--- src/rtl/sample_frame_demux.sv ---
`default_nettype none
// ============================================================================
// Module   : sample_frame_demux
// Purpose  : Parses SYNC/HDR/LEN/payload frames from the FT245 byte stream and
//            steers payload to one of NUM_CH channel streams or writes a
//            per-channel mode register. Optional trailing XOR checksum is
//            enabled by defining SAMPLE_FRAME_CSUM_EN.
// Revision : 1.0 - initial release
// ============================================================================
module sample_frame_demux #(
  parameter int          NUM_CH     = 4,
  parameter int          DATA_WIDTH = 8,
  parameter logic [7:0]  SYNC_BYTE  = 8'hA5,
  parameter int          ERR_W      = 8
) (
  input  logic                   clk,
  input  logic                   rst_n,
  input  logic [DATA_WIDTH-1:0]  i_data,
  input  logic                   i_valid,
  output logic                   o_ready,
  output logic [DATA_WIDTH-1:0]  o_ch_data,
  output logic [NUM_CH-1:0]      o_ch_valid,
  input  logic [NUM_CH-1:0]      i_ch_ready,
  output logic [NUM_CH*8-1:0]    o_mode,
  output logic                   o_frame_done,
  output logic                   o_err_pulse,
  output logic [ERR_W-1:0]       o_err_cnt
);

  localparam logic [7:0] c_NUM_CH = 8'(NUM_CH);

  typedef enum logic [2:0] {
    S_HUNT = 3'd0,
    S_HDR  = 3'd1,
    S_LEN  = 3'd2,
    S_DATA = 3'd3,
    S_CSUM = 3'd4
  } state_t;

  state_t              r_state;
  logic                r_cfg;
  logic [6:0]          r_ch_id;
  logic [7:0]          r_cnt;
  logic [NUM_CH*8-1:0] r_mode;
  logic                r_frame_done;
  logic                r_err_pulse;
  logic [ERR_W-1:0]    r_err_cnt;
`ifdef SAMPLE_FRAME_CSUM_EN
  logic [7:0]          r_csum;
  logic [7:0]          r_last;
`endif

  logic [NUM_CH-1:0]   w_ch_hit;
  logic                w_ch_ok;
  logic                w_fwd;
  logic                w_xfer;
  logic                w_hdr_ok;
  logic                w_err_evt;
  logic                w_done_evt;
  logic                w_mode_we;
  logic [7:0]          w_mode_val;

  for (genvar k = 0; k < NUM_CH; k++) begin : g_hit
    assign w_ch_hit[k] = (r_ch_id == 7'(k));
  end

  // Out-of-range ids match no bit, so the frame is consumed with ready held high.
  assign w_ch_ok  = |w_ch_hit;
  assign w_fwd    = (r_state == S_DATA) && !r_cfg && w_ch_ok;
  assign w_hdr_ok = ({1'b0, i_data[6:0]} < c_NUM_CH);

  assign o_ready    = rst_n && (!w_fwd || |(w_ch_hit & i_ch_ready));
  assign w_xfer     = i_valid && o_ready;
  assign o_ch_valid = (w_fwd && i_valid) ? w_ch_hit : '0;
  assign o_ch_data  = (r_state == S_DATA) ? i_data : '0;

  assign o_mode       = r_mode;
  assign o_frame_done = r_frame_done;
  assign o_err_pulse  = r_err_pulse;
  assign o_err_cnt    = r_err_cnt;

  always_comb begin
    w_err_evt  = 1'b0;
    w_done_evt = 1'b0;
    w_mode_we  = 1'b0;
    w_mode_val = i_data[7:0];
    if (w_xfer) begin
      case (r_state)
        S_HDR:  w_err_evt = !w_hdr_ok;
`ifdef SAMPLE_FRAME_CSUM_EN
        S_CSUM: begin
          if (i_data[7:0] == r_csum) begin
            w_done_evt = w_ch_ok;
            w_mode_we  = w_ch_ok && r_cfg;
            w_mode_val = r_last;
          end else begin
            w_err_evt  = 1'b1;
          end
        end
`else
        S_DATA: begin
          if (r_cnt == 8'd0) begin
            w_done_evt = w_ch_ok;
            w_mode_we  = w_ch_ok && r_cfg;
          end
        end
`endif
        default: ;
      endcase
    end
  end

  always_ff @(posedge clk or negedge rst_n) begin
    if (!rst_n) begin
      r_state      <= S_HUNT;
      r_cfg        <= 1'b0;
      r_ch_id      <= 7'd0;
      r_cnt        <= 8'd0;
      r_mode       <= '0;
      r_frame_done <= 1'b0;
      r_err_pulse  <= 1'b0;
      r_err_cnt    <= '0;
`ifdef SAMPLE_FRAME_CSUM_EN
      r_csum       <= 8'd0;
      r_last       <= 8'd0;
`endif
    end else begin
      r_frame_done <= w_done_evt;
      r_err_pulse  <= w_err_evt;
      if (w_err_evt && (r_err_cnt != {ERR_W{1'b1}})) begin
        r_err_cnt <= r_err_cnt + 1'b1;
      end
      for (int k = 0; k < NUM_CH; k++) begin
        if (w_mode_we && w_ch_hit[k]) begin
          r_mode[k*8 +: 8] <= w_mode_val;
        end
      end
      if (w_xfer) begin
        case (r_state)
          S_HUNT: begin
            if (i_data[7:0] == SYNC_BYTE) r_state <= S_HDR;
          end
          S_HDR: begin
            r_cfg   <= i_data[7];
            r_ch_id <= i_data[6:0];
`ifdef SAMPLE_FRAME_CSUM_EN
            r_csum  <= i_data[7:0];
`endif
            r_state <= S_LEN;
          end
          S_LEN: begin
            r_cnt   <= i_data[7:0];
`ifdef SAMPLE_FRAME_CSUM_EN
            r_csum  <= r_csum ^ i_data[7:0];
`endif
            r_state <= S_DATA;
          end
          S_DATA: begin
`ifdef SAMPLE_FRAME_CSUM_EN
            r_csum <= r_csum ^ i_data[7:0];
            r_last <= i_data[7:0];
`endif
            // LEN counts payload bytes minus one, so 8'hFF yields 256 bytes.
            if (r_cnt == 8'd0) begin
`ifdef SAMPLE_FRAME_CSUM_EN
              r_state <= S_CSUM;
`else
              r_state <= S_HUNT;
`endif
            end else begin
              r_cnt <= r_cnt - 8'd1;
            end
          end
`ifdef SAMPLE_FRAME_CSUM_EN
          S_CSUM:  r_state <= S_HUNT;
`endif
          default: r_state <= S_HUNT;
        endcase
      end
    end
  end

endmodule
`default_nettype wire
--- config.mk ---
export PLATFORM = sky130hd
export DESIGN_NAME = sample_frame_demux
export DESIGN_NICKNAME = d
export VERILOG_FILES = /design/src/rtl/sample_frame_demux.sv
export SDC_FILE = /design/constraint.sdc
export NUM_CORES = 1
export LEC_CHECK = 0
export ABC_AREA = 0
export CAP_MARGIN = 10
export CORE_MARGIN = 2
export CORE_UTILIZATION = 45
export DETAILED_ROUTE_END_ITERATION = 10
export GPL_TIMING_DRIVEN = 1
export PLACE_DENSITY = 0.77
export SYNTH_ARGS = -nofsm -noshare
export SYNTH_HDL_FRONTEND = slang
export SYNTH_SLANG_ARGS = --single-unit
--- constraint.sdc ---
create_clock -name clk -period 2.5 [get_ports clk]
set_input_delay 0.5 -clock clk [delete_from_list [all_inputs] [get_ports clk]]
set_output_delay 0.5 -clock clk [all_outputs]
set_load 0.01 [all_outputs]
==> impl_summary.txt <==
----------------------------------------------------
[Power and ir drop]
  PwrDens ... 845.3 nW/um2
  Total power of the final layout ... 3460 uW
  VDD IR-drop max ... 0.4516 mV
  Static leakage ... 0.001856 uW

[Placed design]
  Final HPWL DP ... 5176 um
  Buffers added on ports ... 69
  Global placement routability congestion ... 0.7879
  Pre-CTS worst setup slack ... -0.009248 ns

[Synth]
  Post-synth cell types ... 39
  Main flop type after synthesis ... dfrtp_1
  Largest area contributor in the netlist ... dfrtp_1
  Share of the synthesized area in the top cell type ... 52.22%
  Synthesized net count ... 265
  Fraction of the yosys area taken by sequential cells ... 52.22%
  Count of synthesis-stage warnings from yosys ... 0
  Number of flops mapped to enable cells by yosys ... 0
  Cell count after synthesis ... 243
  Total standard cell area after synthesis ... 2875 um2
  Top area cells in the synthesized netlist ... dfrtp_1, mux2_2, ha_1
  Avg Synthesized Cell Area ... 11.83 um2
  Top-count cell post-synth ... dfrtp_1
  Synthesis-stage register bit count ... 60
  Most numerous cell types in the synthesized netlist ... dfrtp_1, mux2_2, nor2_1, nand2_1, nor3_1
  Fraction of registers with async set or reset after synthesis ... 100.0%

[Global route]
  GRT overflow ... 0
  Antenna violations before repair ... 0
  GR Util All Layers ... 22.28%
  Pin count of the biggest net entering global routing ... 33
  Number of global-route vias before repair ... 2442
  Wire length of the first global-routing pass ... 12230 um

[Hold path]
  Worst hold-check path type ... input pin to async pin

[Floorplanning]
  Top-level I/O count ... 70
  Die Ht ... 83.94 um
  Die ar. ... 7045 um2
  Row cnt ... 29
  Starting density of the core ... 45.80%
  Core Box Area ... 6277 um2
  DIE WIDTH ... 83.94 um

[Finish]
  Number of inserted diodes ... 0
  Number of nets in the layout ... 368
  Share of post-route cells with drive strength above 1 ... 27.64%
  Area growth from synthesis to layout ... 42.34%

[Timing]
  Crit path time final ... 2.365 ns
  Final Max Tran Viols ... 0
  Maximum operating frequency ... 0.4228 GHz
  # setup viols final ... 0
  Worst max-slew margin expressed relative to the limit ... 72.57%
  Final period utilization ... 94.60%
  Setup repair after global routing missed its margin ... no
  Layout Skew ... 0.005512 ns
  Post-route worst setup slack ... 0.1349 ns
  Final Hold Vio Count ... 0
  Actual transition at the worst max-transition pin ... 0.4114 ns

[Clocking]
  Clk_lat worst skew ... 0.34 ns
  Clock tree sinks ... 60
  Clock Tree Root ... clkbuf_8
  Number of buffers inserted for hold repair after clock tree synthesis ... 0
  Clock tree from TritonCTS ... yes
  H-Tree Depth ... 3
  Worst-case clock buffer depth ... 2
  Number of buffers created by CTS ... 9
  Clock-pin slew of the registers on the worst-case setup and hold paths ... 0.07 ns

[Worst setup path]
  Data required time of the worst path ... 2.00 ns
  Buf/Inv on CP ... 2
  Crit-path max FO ... 30
  CP cell instances ... ha_1 > buf_6 > and2_1 > clkdlybuf4s50_1
  Category of cells accounting for the largest share of critical-path delay ... buffers and inverters
  Kind of critical path ... flop to primary output
  Startpoint Class ... flop
  Endpoint type of the worst setup path ... primary output
  Arrival time at the worst endpoint ... 1.87 ns
  Crit path max-delay cell type ... clkdlybuf4s50_1
  Peak per-stage delay on the critical path ... 0.54 ns

[Drt]
  Routed len/inst ... 16.82 um
  ANT nets after route ... 0
  Total Routed Length ... 7199 um
  Vias after detailed routing ... 2309
  Detailed-route vias per instance ... 5.395
  Length of the first detailed-routing pass in iterations ... 4
  Number of design-rule violations left by the first detailed-router iteration ... 102
  DRC violation count after routing ... 0

[Run]
  Maximum Capacitance Violations ... 0

[Status]
  Result of the run ... finished, final reports clean

----------------------------------------------------
metrics by stage:
step           cells  hold slack (ns)  area (um2)  setup TNS (ns)  utilization [%]
2_1_floorplan    243           0.2044        2875               0                -
3_3_place_gp     409           0.4747        3835               0            61.09
3_5_place_dp     409           0.4945        3835       -0.009248            61.09
4_1_cts          428           0.2100        4088               0            65.12
5_1_grt          428           0.2219        4093               0            65.20
6_report         428           0.2205        4093               0            65.20
routing by layer:
metal	vias to the layer above	global-route usage, %	part of all wire (%)
met5	-	0	0
met4	0	6.745	0.99
met3	6	8.309	6.8
met2	73	35.56	48
met1	1155	28.36	45
li1	1075	-	-
logic make-up after synthesis:
logic type / Yosys count / share of synthesized area [%]
fa+ha+maj: 7 / 3.046
mux: 49 / 18.89
xor+xnor: 6 / 1.828
compound gates: 30 / 6.702
simple gates: 76 / 15.27
buf+inv: 15 / 2.045
flops: 60 / 52.22
state kept, by name, summed over array words and instances (netlist names):
name	flops
o_frame_done	1
o_err_pulse	1
r_state	2
r_ch_id	7
r_cfg	1
o_mode	32
o_err_cnt	8
r_cnt	8
layout by cell type (no fill, tap or decap), drive strengths merged:
master	instances
nand3b	1
mux2i	7
nor4	5
inv	7
clkinv	2
o31a	1
clkbuf	11
a221o	1
nor3	10
and2	8
clkinvlp	2
dfrtp	60
nor4b	1
nand4	3
dlygate4sd2	4
nor2	18
clkdlybuf4s50	63
o311ai	1
ha	7
or3b	1
nand3	8
or3	4
a21oi	6
bufinv	2
nand2b	4
xor2	6
nor3b	1
o21ai	8
o21a	1
o22a	3
a41oi	1
nand2	10
buf	32
o21bai	2
o22ai	1
nor2b	2
mux2	42
a31oi	5
worst paths after layout:
path,cells after the start,start,slack (ns),to
setup reg to reg,7,r_cnt[1],0.15,o_mode[0]
min in group clk,1,o_mode[1],0.51,o_mode[1]
setup / recovery,4,r_state[0],0.13,o_ch_data[6]
hold reg to reg,1,o_mode[1],0.51,o_mode[1]
hold / removal,2,rst_n,0.22,r_cnt[2]
max in group asynchronous,2,rst_n,1.88,o_mode[22]
repair_timing:
item,4_1_cts,5_1_grt
pin swaps,1,1
buffers inserted,3,0
setup endpoints to repair,5,41
resized for setup,8,4
report_power, final:
| part | switching [uW] | leakage [uW] | internal, uW |
|---|---|---|---|
| Clock | 412 | 0.000102 | 561 |
| Combinational | 517 | 0.000960 | 583 |
| Sequential | 236 | 0.000794 | 1150 |
| Total | 1160 | 0.00186 | 2300 |
worst register-to-register path: stages (launching register included):
cell and delay [ns]:
dfrtp_1 0.39, inv_1 0.10, ha_1 0.16, or3b_2 0.46, or3_4 0.47, nor3_4 0.16, buf_4 0.17, mux2_1 0.33
final cells by class:
class,instances,area (um2)
fill,498,2185
sequential,60,1501
multi-input combinational,168,1340
timing repair buffer,100,912.1
clock buffer,10,127.6
tap,77,96.34
clock inverter,6,88.84
inverter,7,26.28
Power figures use the tool's default switching activity.
